==> config.mk <==
export PLATFORM = sky130hd
export DESIGN_NAME = projectile_flight
export DESIGN_NICKNAME = d
export VERILOG_FILES = /design/src/rtl/projectile_flight_pkg.sv /design/src/rtl/projectile_flight_proj_collide.sv /design/src/rtl/projectile_flight.sv
export SDC_FILE = /design/constraint.sdc
export NUM_CORES = 1
export LEC_CHECK = 0
export ABC_AREA = 1
export CORE_ASPECT_RATIO = 0.75
export CORE_MARGIN = 3
export CORE_UTILIZATION = 55
export CTS_CLUSTER_SIZE = 10
export DETAILED_ROUTE_END_ITERATION = 16
export PLACE_DENSITY = 0.78
export RECOVER_POWER = 25
export SYNTH_ARGS = -nofsm -noshare
export SYNTH_HDL_FRONTEND = slang
export SYNTH_HIERARCHICAL = 1
export SYNTH_SLANG_ARGS = --single-unit
==> constraint.sdc <==
create_clock -name clk60MHz -period 2.31 [get_ports clk60MHz]
set_input_delay 0.462 -clock clk60MHz [delete_from_list [all_inputs] [get_ports clk60MHz]]
set_output_delay 0.462 -clock clk60MHz [all_outputs]
set_load 0.02 [all_outputs]
==> src/rtl/projectile_flight_pkg.sv <==
// Shared definitions for the projectile flight block.
//   - ON/OFF single-bit constants
//   - state_t : flight controller states (exposed on the top's dbg_state port)
//   - pos_t   : signed 13-bit screen coordinate used by all position maths
//   - *_DEF   : default screen, ground, launch and target geometry
//   - sat_pos : saturates a signed coordinate into an unsigned 12-bit range
package projectile_flight_pkg;

   localparam logic ON  = 1'b1;
   localparam logic OFF = 1'b0;

   typedef enum logic [1:0] {
      ST_IDLE     = 2'd0,
      ST_FLY      = 2'd1,
      ST_DONE     = 2'd2,
      ST_WAIT_REL = 2'd3
   } state_t;

   localparam int POS_W = 13;
   typedef logic signed [POS_W-1:0] pos_t;

   localparam int SCREEN_W_DEF = 1024;
   localparam int GROUND_Y_DEF = 460;
   localparam int START_X0_DEF = 100;
   localparam int START_X1_DEF = 924;
   localparam int START_Y_DEF  = 400;
   localparam int TGT_X0_DEF   = 880;
   localparam int TGT_X1_DEF   = 80;
   localparam int TGT_Y_DEF    = 400;
   localparam int TGT_W_DEF    = 48;
   localparam int TGT_H_DEF    = 60;

   // Negative values clamp to 0, values above hi clamp to hi.
   function automatic logic [11:0] sat_pos(input pos_t v, input logic [11:0] hi);
      logic [11:0] w_res;
      pos_t        w_hi;
      w_hi = pos_t'({1'b0, hi});
      if (v < 13'sd0) begin
         w_res = 12'd0;
      end else if (v > w_hi) begin
         w_res = hi;
      end else begin
         w_res = v[11:0];
      end
      return w_res;
   endfunction

endpackage

==> src/rtl/projectile_flight_proj_collide.sv <==
// proj_collide: purely combinational end-of-flight test for one position.
// Ports:
//   i_x, i_y   projectile position (signed, screen y grows downward)
//   i_tgt_x    left edge of the target box for the current thrower
//   o_hit      position lies inside the target box
//   o_end      flight is over: hit, on/below the ground line, or off screen
// The target box is half-open: [tgt_x, tgt_x+W) x [TGT_Y, TGT_Y+H).
module proj_collide
   import projectile_flight_pkg::*;
#(
   parameter int TGT_Y    = TGT_Y_DEF,
   parameter int TGT_W    = TGT_W_DEF,
   parameter int TGT_H    = TGT_H_DEF,
   parameter int GROUND_Y = GROUND_Y_DEF,
   parameter int SCREEN_W = SCREEN_W_DEF
) (
   input  pos_t i_x,
   input  pos_t i_y,
   input  pos_t i_tgt_x,
   output logic o_hit,
   output logic o_end
);

   localparam pos_t C_TGT_Y     = pos_t'(TGT_Y);
   localparam pos_t C_TGT_Y_END = pos_t'(TGT_Y + TGT_H);
   localparam pos_t C_TGT_W     = pos_t'(TGT_W);
   localparam pos_t C_GROUND_Y  = pos_t'(GROUND_Y);
   localparam pos_t C_SCREEN_W  = pos_t'(SCREEN_W);

   pos_t w_tgt_x_end;
   logic w_in_x;
   logic w_in_y;
   logic w_ground;
   logic w_exit;

   assign w_tgt_x_end = i_tgt_x + C_TGT_W;
   assign w_in_x      = (i_x >= i_tgt_x) && (i_x < w_tgt_x_end);
   assign w_in_y      = (i_y >= C_TGT_Y) && (i_y < C_TGT_Y_END);
   assign w_ground    = (i_y >= C_GROUND_Y);
   assign w_exit      = (i_x < 13'sd0) || (i_x >= C_SCREEN_W);

   assign o_hit = w_in_x & w_in_y;
   assign o_end = o_hit | w_ground | w_exit;

endmodule

==> src/rtl/projectile_flight.sv <==
// projectile_flight: launches a projectile on the rising edge of throw_flag,
// steps integer ballistics once per frame_tick, and reports the outcome.
// Ports:
//   clk60MHz, rst_n   clock, asynchronous active-low reset
//   frame_tick        one-cycle pulse per video frame
//   throw_flag        launch request from the power meter
//   power[4:0]        launch speed, sampled on the throw_flag rising edge
//   current_player    0 throws rightwards, 1 throws leftwards; sampled with power
//   x_pos, y_pos      saturated projectile position for the draw block
//   proj_active       high while the projectile is in flight
//   end_throw         one-cycle pulse when the flight ends
//   hit               outcome of the last flight, valid from end_throw onward
//   dbg_state         current controller state
//
// Handshake with the power meter: a launch happens only on a 0->1 transition
// of throw_flag seen in IDLE; the block answers with exactly one end_throw
// pulse per flight and then waits for throw_flag to fall before re-arming, so
// a flag still high from the previous throw can never start a new flight.
module projectile_flight
   import projectile_flight_pkg::*;
#(
   parameter int START_X0   = START_X0_DEF,
   parameter int START_X1   = START_X1_DEF,
   parameter int START_Y    = START_Y_DEF,
   parameter int GROUND_Y   = GROUND_Y_DEF,
   parameter int SCREEN_W   = SCREEN_W_DEF,
   parameter int TGT_X0     = TGT_X0_DEF,
   parameter int TGT_X1     = TGT_X1_DEF,
   parameter int TGT_Y      = TGT_Y_DEF,
   parameter int TGT_W      = TGT_W_DEF,
   parameter int TGT_H      = TGT_H_DEF,
   parameter int GRAV_DIV   = 1,
   parameter int MAX_FRAMES = 255
) (
   input  logic        clk60MHz,
   input  logic        rst_n,
   input  logic        frame_tick,
   input  logic        throw_flag,
   input  logic [4:0]  power,
   input  logic        current_player,
   output logic [11:0] x_pos,
   output logic [11:0] y_pos,
   output logic        proj_active,
   output logic        end_throw,
   output logic        hit,
   output state_t      dbg_state
);

   localparam pos_t              C_START_X0   = pos_t'(START_X0);
   localparam pos_t              C_START_X1   = pos_t'(START_X1);
   localparam pos_t              C_START_Y    = pos_t'(START_Y);
   localparam pos_t              C_TGT_X0     = pos_t'(TGT_X0);
   localparam pos_t              C_TGT_X1     = pos_t'(TGT_X1);
   localparam logic [7:0]        C_GDIV_LAST  = 8'(GRAV_DIV - 1);
   localparam logic [8:0]        C_MAX_FRAMES = 9'(MAX_FRAMES);
   localparam logic signed [7:0] C_VY_MIN     = 8'sh80;
   localparam logic [11:0]       C_X_HI       = 12'(SCREEN_W - 1);
   localparam logic [11:0]       C_Y_HI       = 12'hFFF;

   state_t            r_state;
   state_t            w_state_nxt;
   logic              r_flag_d;
   logic              r_player;
   logic              r_hit;
   pos_t              r_x;
   pos_t              r_y;
   logic [4:0]        r_vx;
   logic signed [7:0] r_vy;
   logic [7:0]        r_frames;
   logic [7:0]        r_gdiv;

   logic w_rise;
   logic w_launch;
   logic w_step;
   logic w_finish;
   logic w_timeout;
   logic w_col_hit;
   logic w_col_end;
   pos_t w_tgt_x;
   pos_t w_vx_ext;
   pos_t w_vy_ext;

   assign w_rise    = throw_flag & ~r_flag_d;
   assign w_tgt_x   = r_player ? C_TGT_X1 : C_TGT_X0;
   assign w_vx_ext  = pos_t'({8'd0, r_vx});
   assign w_vy_ext  = pos_t'({{5{r_vy[7]}}, r_vy});
   assign w_timeout = ({1'b0, r_frames} >= C_MAX_FRAMES);

   proj_collide #(
      .TGT_Y    (TGT_Y),
      .TGT_W    (TGT_W),
      .TGT_H    (TGT_H),
      .GROUND_Y (GROUND_Y),
      .SCREEN_W (SCREEN_W)
   ) u_collide (
      .i_x     (r_x),
      .i_y     (r_y),
      .i_tgt_x (w_tgt_x),
      .o_hit   (w_col_hit),
      .o_end   (w_col_end)
   );

   // End checks only run on non-tick cycles so they always see the position
   // produced by the previous tick; a flight therefore ends one cycle after
   // the tick that caused it.
   assign w_launch = (r_state == ST_IDLE) && w_rise;
   assign w_step   = (r_state == ST_FLY) && frame_tick;
   assign w_finish = (r_state == ST_FLY) && !frame_tick && (w_col_end || w_timeout);

   always_comb begin
      w_state_nxt = r_state;
      unique case (r_state)
         ST_IDLE:     if (w_launch) w_state_nxt = ST_FLY;
         ST_FLY:      if (w_finish) w_state_nxt = ST_DONE;
         ST_DONE:     w_state_nxt = ST_WAIT_REL;
         ST_WAIT_REL: if (!throw_flag) w_state_nxt = ST_IDLE;
         default:     w_state_nxt = ST_IDLE;
      endcase
   end

   // Resetting the flag copy high means a throw_flag already asserted when
   // reset is released does not look like a fresh rising edge.
   always_ff @(posedge clk60MHz or negedge rst_n) begin
      if (!rst_n) begin
         r_state  <= ST_IDLE;
         r_flag_d <= ON;
      end else begin
         r_state  <= w_state_nxt;
         r_flag_d <= throw_flag;
      end
   end

   always_ff @(posedge clk60MHz or negedge rst_n) begin
      if (!rst_n) begin
         r_x      <= '0;
         r_y      <= '0;
         r_vx     <= '0;
         r_vy     <= '0;
         r_frames <= '0;
         r_gdiv   <= '0;
         r_player <= OFF;
         r_hit    <= OFF;
      end else if (w_launch) begin
         r_x      <= current_player ? C_START_X1 : C_START_X0;
         r_y      <= C_START_Y;
         r_vx     <= power;
         r_vy     <= $signed({3'b000, power});
         r_frames <= '0;
         r_gdiv   <= '0;
         r_player <= current_player;
         r_hit    <= OFF;
      end else if (w_step) begin
         r_x <= r_player ? (r_x - w_vx_ext) : (r_x + w_vx_ext);
         r_y <= r_y - w_vy_ext;
         if (r_gdiv == C_GDIV_LAST) begin
            r_gdiv <= '0;
            if (r_vy != C_VY_MIN) begin
               r_vy <= r_vy - 8'sd1;
            end
         end else begin
            r_gdiv <= r_gdiv + 8'd1;
         end
         if (r_frames != 8'hFF) begin
            r_frames <= r_frames + 8'd1;
         end
      end else if (w_finish) begin
         // Target test takes priority over ground/exit in the same evaluation.
         r_hit <= w_col_hit;
      end
   end

   assign x_pos       = sat_pos(r_x, C_X_HI);
   assign y_pos       = sat_pos(r_y, C_Y_HI);
   assign proj_active = (r_state == ST_FLY)  ? ON : OFF;
   assign end_throw   = (r_state == ST_DONE) ? ON : OFF;
   assign hit         = r_hit;
   assign dbg_state   = r_state;

endmodule

## Word level (Yosys, flattened, before mapping)

Cells that the tools add are included.

- Latch bits: 0
- Word-level logic and storage cells: 92
- Bits in registers: 60
- Memories: 0
- Memory bits (read-only): 0
- Bits of input ports: 10
- Bits in writable memories: 0

- Equal/unequal tests: 9
- $lt $le $gt $ge: 11
- Mux-type cells: 30
- Reductions and logical operators: 20
- $add $sub $neg: 7
- Divide/modulo/power cells: 0
- Bitwise operators: 5
- Shift operators: 0
- Multipliers: 0

Operators with widths:

| cell | number |
|---|---|
| $mux 8 | 10 |
| $mux 13 | 5 |
| $mux 12 | 4 |
| $ge 13x10->1 const B | 2 |
| $lt 13x1->1 const B | 2 |
| $mux 10 | 2 |
| $add 8x1->8 const B | 2 |
| $ne 8x8->1 const B | 2 |
| $add 13x6->13 | 1 |
| $ge 13x11->1 | 1 |
| $ge 13x12->1 const B | 1 |
| $gt 13x11->1 const B | 1 |
| $gt 13x13->1 const B | 1 |
| $lt 13x10->1 const B | 1 |
| $lt 13x13->1 | 1 |
| $sub 13x6->13 | 1 |
| $sub 13x8->13 | 1 |
| $add 10x6->11 const B | 1 |
| $reduce_bool 2->1 | 5 |
| $ge 8x8->1 const B | 1 |
| $logic_not 8->1 | 1 |
| $ne 2x2->1 const B | 4 |
| $pmux 2 s4 | 1 |
| $sub 8x2->8 const B | 1 |
| 13 further kinds | 30 |

## Depth between registers and ports, before layout

- Word-level depth: 12
- Mapped depth: 26
- Mapped depth without buffers: 26

## Hierarchy

The synthesis kept the hierarchy.

Modules (own cells, without submodules):

| module | times used | area each (um2) | cells an instance |
|---|---|---|---|
| projectile_flight | 1 | 4645.7 | 649 |
| proj_collide | 1 | 855.8 | 148 |

## Worst setup path after synthesis

Ideal clock, no wire load.

- Path type: register -> register
- Start point: register r_player
- End point: register r_state[0] (netlist: dbg_state[0])
- Setup slack: -40 ps
- Cell stages (with the launch flop): 21
- Data arrival time: 2232 ps
- Required time: 2192 ps
- Buffers on the path: 0
- Setup time: 118 ps
- Cells stage by stage: dfrtp_1 -> inv_1 -> inv_1 -> xor2_1 -> ha_1 -> nand2_1 -> inv_1 -> nand2_1 -> nand2_1 -> a21oi_1 -> a21oi_1 -> nor2_1 -> nand2_1 -> nand2_1 -> inv_1 -> nand2_4 -> nand2_4 -> nand2_4 -> nand3_2 -> nand2_1 -> nand2_1

- Longest elaborated chain between the ends: 11
- Elaborated cells between the ends (all ways): 12

Ends and longest elaborated chain:

| what | RTL line | RTL |
|---|---|---|
| start: declaration | projectile_flight.sv:63 | `logic r_player;` |
| start signal: assignment | projectile_flight.sv:150 | `r_player <= current_player;` |
| $mux 10 * | projectile_flight.sv:84 | `assign w_tgt_x = r_player ? C_TGT_X1 : C_TGT_X0;` |
| via w_tgt_x[5] | projectile_flight.sv:79 | `pos_t w_tgt_x;` |
| $add 10x6->11 | projectile_flight_proj_collide.sv:36 | `assign w_tgt_x_end = i_tgt_x + C_TGT_W;` |
| $lt 13x13->1 | projectile_flight_proj_collide.sv:37 | `assign w_in_x = (i_x >= i_tgt_x) && (i_x < w_tgt_x_end);` |
| $logic_and 1x1->1 * | projectile_flight_proj_collide.sv:37 |  |
| $and 1x1->1 * | projectile_flight_proj_collide.sv:42 | `assign o_hit = w_in_x & w_in_y;` |
| $or 1x1->1 * (2 in series) | projectile_flight_proj_collide.sv:43 | `assign o_end = o_hit \| w_ground \| w_exit;` |
| via w_col_end | projectile_flight.sv:78 | `logic w_col_end;` |
| $logic_or 1x1->1 * | projectile_flight.sv:108 | `assign w_finish = (r_state == ST_FLY) && !frame_tick && (w_col_end \|\| w_timeout);` |
| $logic_and 1x1->1 * | projectile_flight.sv:108 |  |
| $ne 2x2->1 (no line) * | n/a |  |
| $reduce_and 3->1 (no line) * | n/a |  |
| end signal: assignment | projectile_flight.sv:128 | `r_state <= w_state_nxt;` |
| end: declaration | projectile_flight.sv:60 | `state_t r_state;` |

The timed path passes the listed nets; every way through them passes the cells marked *.
A chain may end at the register's enable or synchronous reset.

## Worst setup path in the final report

- Start point: register r_vx[1]
- End point: register r_x[12]

- Longest elaborated chain between the ends: 4
- Elaborated cells between the ends (all ways): 5

Ends and longest elaborated chain:

| what | RTL line | RTL |
|---|---|---|
| start: declaration | projectile_flight.sv:67 | `logic [4:0] r_vx;` |
| start signal: assignment | projectile_flight.sv:146 | `r_vx <= power;` |
| $add 13x6->13 or $sub 13x6->13 (tied branches) | projectile_flight.sv:153 | `r_x <= r_player ? (r_x - w_vx_ext) : (r_x + w_vx_ext);` |
| $mux 13 * | projectile_flight.sv:153 |  |
| $mux 13 * | projectile_flight.sv:152 | `end else if (w_step) begin` |
| $mux 13 * | projectile_flight.sv:143 | `end else if (w_launch) begin` |
| end signal: assignment | projectile_flight.sv:144 | `r_x <= current_player ? C_START_X1 : C_START_X0;` |
| end signal: assignment | projectile_flight.sv:153 |  |
| end: declaration | projectile_flight.sv:65 | `pos_t r_x;` |

Every way passes the cells marked *; elsewhere a longest branch is shown, timed or not. The select of a mux whose other input is x is not followed.

==> results.toml <==
[synth]
synth_area_um2 = 5500
syn_avg_cell_area_um2 = 6.90
synth.most_common_cell = "nand2_1"
synth_common_cells = "nand2_1, inv_1, nor2_1"
yosysTopAreaCellShare_pct = 26.8
synth-seq-area-share_pct = 27.3
ys_types = 40
synth_edf_count = 0
synthTopCellsByArea = "dfrtp_1, nand2_1, ha_1, inv_1, nand3_1"
synth_area_leader_cell = "dfrtp_1"
async_flop_share_pct = 100
syn_inst = 797
ys_seq_elements = 60
ys.flop_type = "dfrtp_1"
ys.warnings.count = 6

[worst_setup_path]
cp_max_fo = 4
worstSetupEndpointType = "register"
crit_buf_inv = 3
crit_chain = "inv_2 > ha_4 > inv_2 > nor2_1 > inv_1 > nor2_1 > ha_1 > o21ai_2 > ha_4 > nand2_4 > nor2_4 > nand3_2 > nand3_1 > nand2_1 > nand3_1 > nand2_1"
crit_arrival_ns = 2.68
required_ns = 2.53
path_delay_family = "simple AND/OR/NAND/NOR gates"
startpoint_type = "register"
timing.rr.end = "r_x[12]"
criticalPathCategory = "register to register"
critical-path-max-stage-delay_ns = 0.39
rr_startpoint = "r_vx[1]"
reg2reg_slack_ns = -0.15
cp_slowest_cell = "dfrtp_1"
reg2reg_depth = 16

[die]
row_count = 30
num_io_pins = 39
start_util_pct = 58.6
die_area_um2 = 11300
die_h_um = 92.6
die_w_um = 121
coreArea_um2 = 9380

[cts]
clockBufferDepth = 2
cts_buffers = 9
clock_latency_ns = 0.34
cts.sinks = 60
clkTransAtPathRegs_ns = 0.06
cts_tree = "done"
cts_hold_buf = 0
ctsRootBufferMaster = "clkbuf_16"
htree_num_levels = 3

[final_layout]
multi_input_area_um2 = 3670
seq_area_um2 = 1500
final.fill_count = 756
stdcell_area_um2 = 6770
drive_gt1_share_pct = 19.5
fin_cells = 1008
final_util_pct = 72.1
diodes = 0
area_growth_pct = 23.1
nets = 945

[global_routing]
gr-total-overflow = 0
antenna_found_initial = 0
groute.usage.overall_pct = 27.5
grt_max_degree = 61
grt_pass1_wl_um = 24600
grt_pass1_vias = 5129

[sta]
relSlewSlack_pct = -6.44
worst_slack_ns = -0.153
finalMaxSlewViolations = 61
setup_viol = 11
rsz0062_at_grt = "true"
finalClockSkew_ns = 0.00850
min_period_ns = 2.46
worst_pin_slew_ns = 1.60
max_freq_mhz = 406
fin_crit_sh_pct = 107
final-hold-violation-count = 0

[run_status]
violations = "max-capacitance violations, max-slew violations, negative setup slack"
outcome = "finished with violations"

[placed_design]
globalplace.congestion = 1.02
portBuffers = 36
placed_cell_area_um2 = 6140
dp_cells = 980
hpwlAfterDp_um = 11400

[hold_path]
hp-class = "register to register"
min-delay-start = "hit"
hold_depth = 2
holdPathEnd = "hit"

[drt]
wl_per_cell_um = 16.3
drc = 0
wl_um = 16400
dr.pass1.iters = 6
vias_per_cell = 5.67
vias = 5713
drtIter0Drc = 573
postRouteAntennaNets = 0

[run]
drv_cap = 1
## cells in the final DEF (no fill, tap or decap), drive strengths merged
cell	n
nand2	210
inv	148
nor2	75
nand3	60
dfrtp	59
ha	58
o21ai	48
a21oi	46
clkdlybuf4s50	35
buf	30
xor2	24
nand4	17
o22ai	15
conb	15
clkbuf	13
nor3	4
clkinv	4
nand3b	3
o21bai	2
xnor2	2
o31ai	2
fa	2
a22oi	2
or2	2
a21o	1
bufinv	1
dfstp	1
or3	1
## worst min-delay path, cell delays in order (launching register included)
cell,delay (ns)
dfrtp_1,0.35
a21oi_1,0.05
nor2_1,0.07
## layout make-up
| cell class | count | share of cell area (%) |
|---|---|---|
| Multi-Input combinational cell | 589 | 54.2 |
| Clock inverter | 4 | 0.721 |
| Inverter | 149 | 8.26 |
| Sequential cell | 60 | 22.2 |
| Tap cell | 128 | 2.37 |
| Clock buffer | 12 | 3.64 |
| Timing Repair Buffer | 66 | 8.59 |
## layer usage
metal  up-vias  track usage [%]  wire length, um
met4         0             7.09              458
met2       306             42.9             7300
met5         -                0                0
met3        55             5.68             1550
li1       2688                -                -
met1      2664             38.8             7090
## repair_timing
action	CTS	global route
setup endpoints to repair	17	13
setup buffers	2	11
pin swaps	2	44
resized for setup	11	73
## worst max path at each step
stage,from,endpoint,depth (start not counted)
floorplan,r_player,dbg_state[0],20
global placement,r_vx[0],r_x[9],19
detailed placement,r_vx[0],r_x[9],19
CTS,r_vx[0],r_x[9],19
global route,r_vx[1],r_x[9],19
finish,r_vx[1],r_x[12],16
## sequential cells by signal, indices dropped and copies added, names as in the netlist
register   cells
dbg_state      2
r_flag_d       1
r_x           13
r_vx           5
r_frames       8
r_y           13
r_gdiv         8
r_player       1
hit            1
r_vy           8
## metrics by stage
step	hold slack, ns	TNS (ns)	setup slack [ns]
after floorplan	0.166	0	0.0674
after global placement	0.498	-0.0200	-0.0200
after detailed placement	0.503	-0.0972	-0.0621
after CTS	0.155	-0.00824	-0.00824
after global routing	0.557	-2.72	-0.322
final	0.510	-1.02	-0.153
## logic make-up (layout without fill, tap and decap cells)
group           after synthesis  count (layout)  synth area share (%)
compound gates              116             116                  11.8
xor+xnor                     26              26                  4.14
fa+ha+maj                    60              60                  13.9
buf+inv                     161             231                  11.5
flops                        60              60                  27.3
other cells                   2              15                 0.137
simple gates                372             372                  31.2
Power is left out: the tool's default activity adds up to more than one toggle a clock period on the data nets, which glitch-free logic cannot reach.
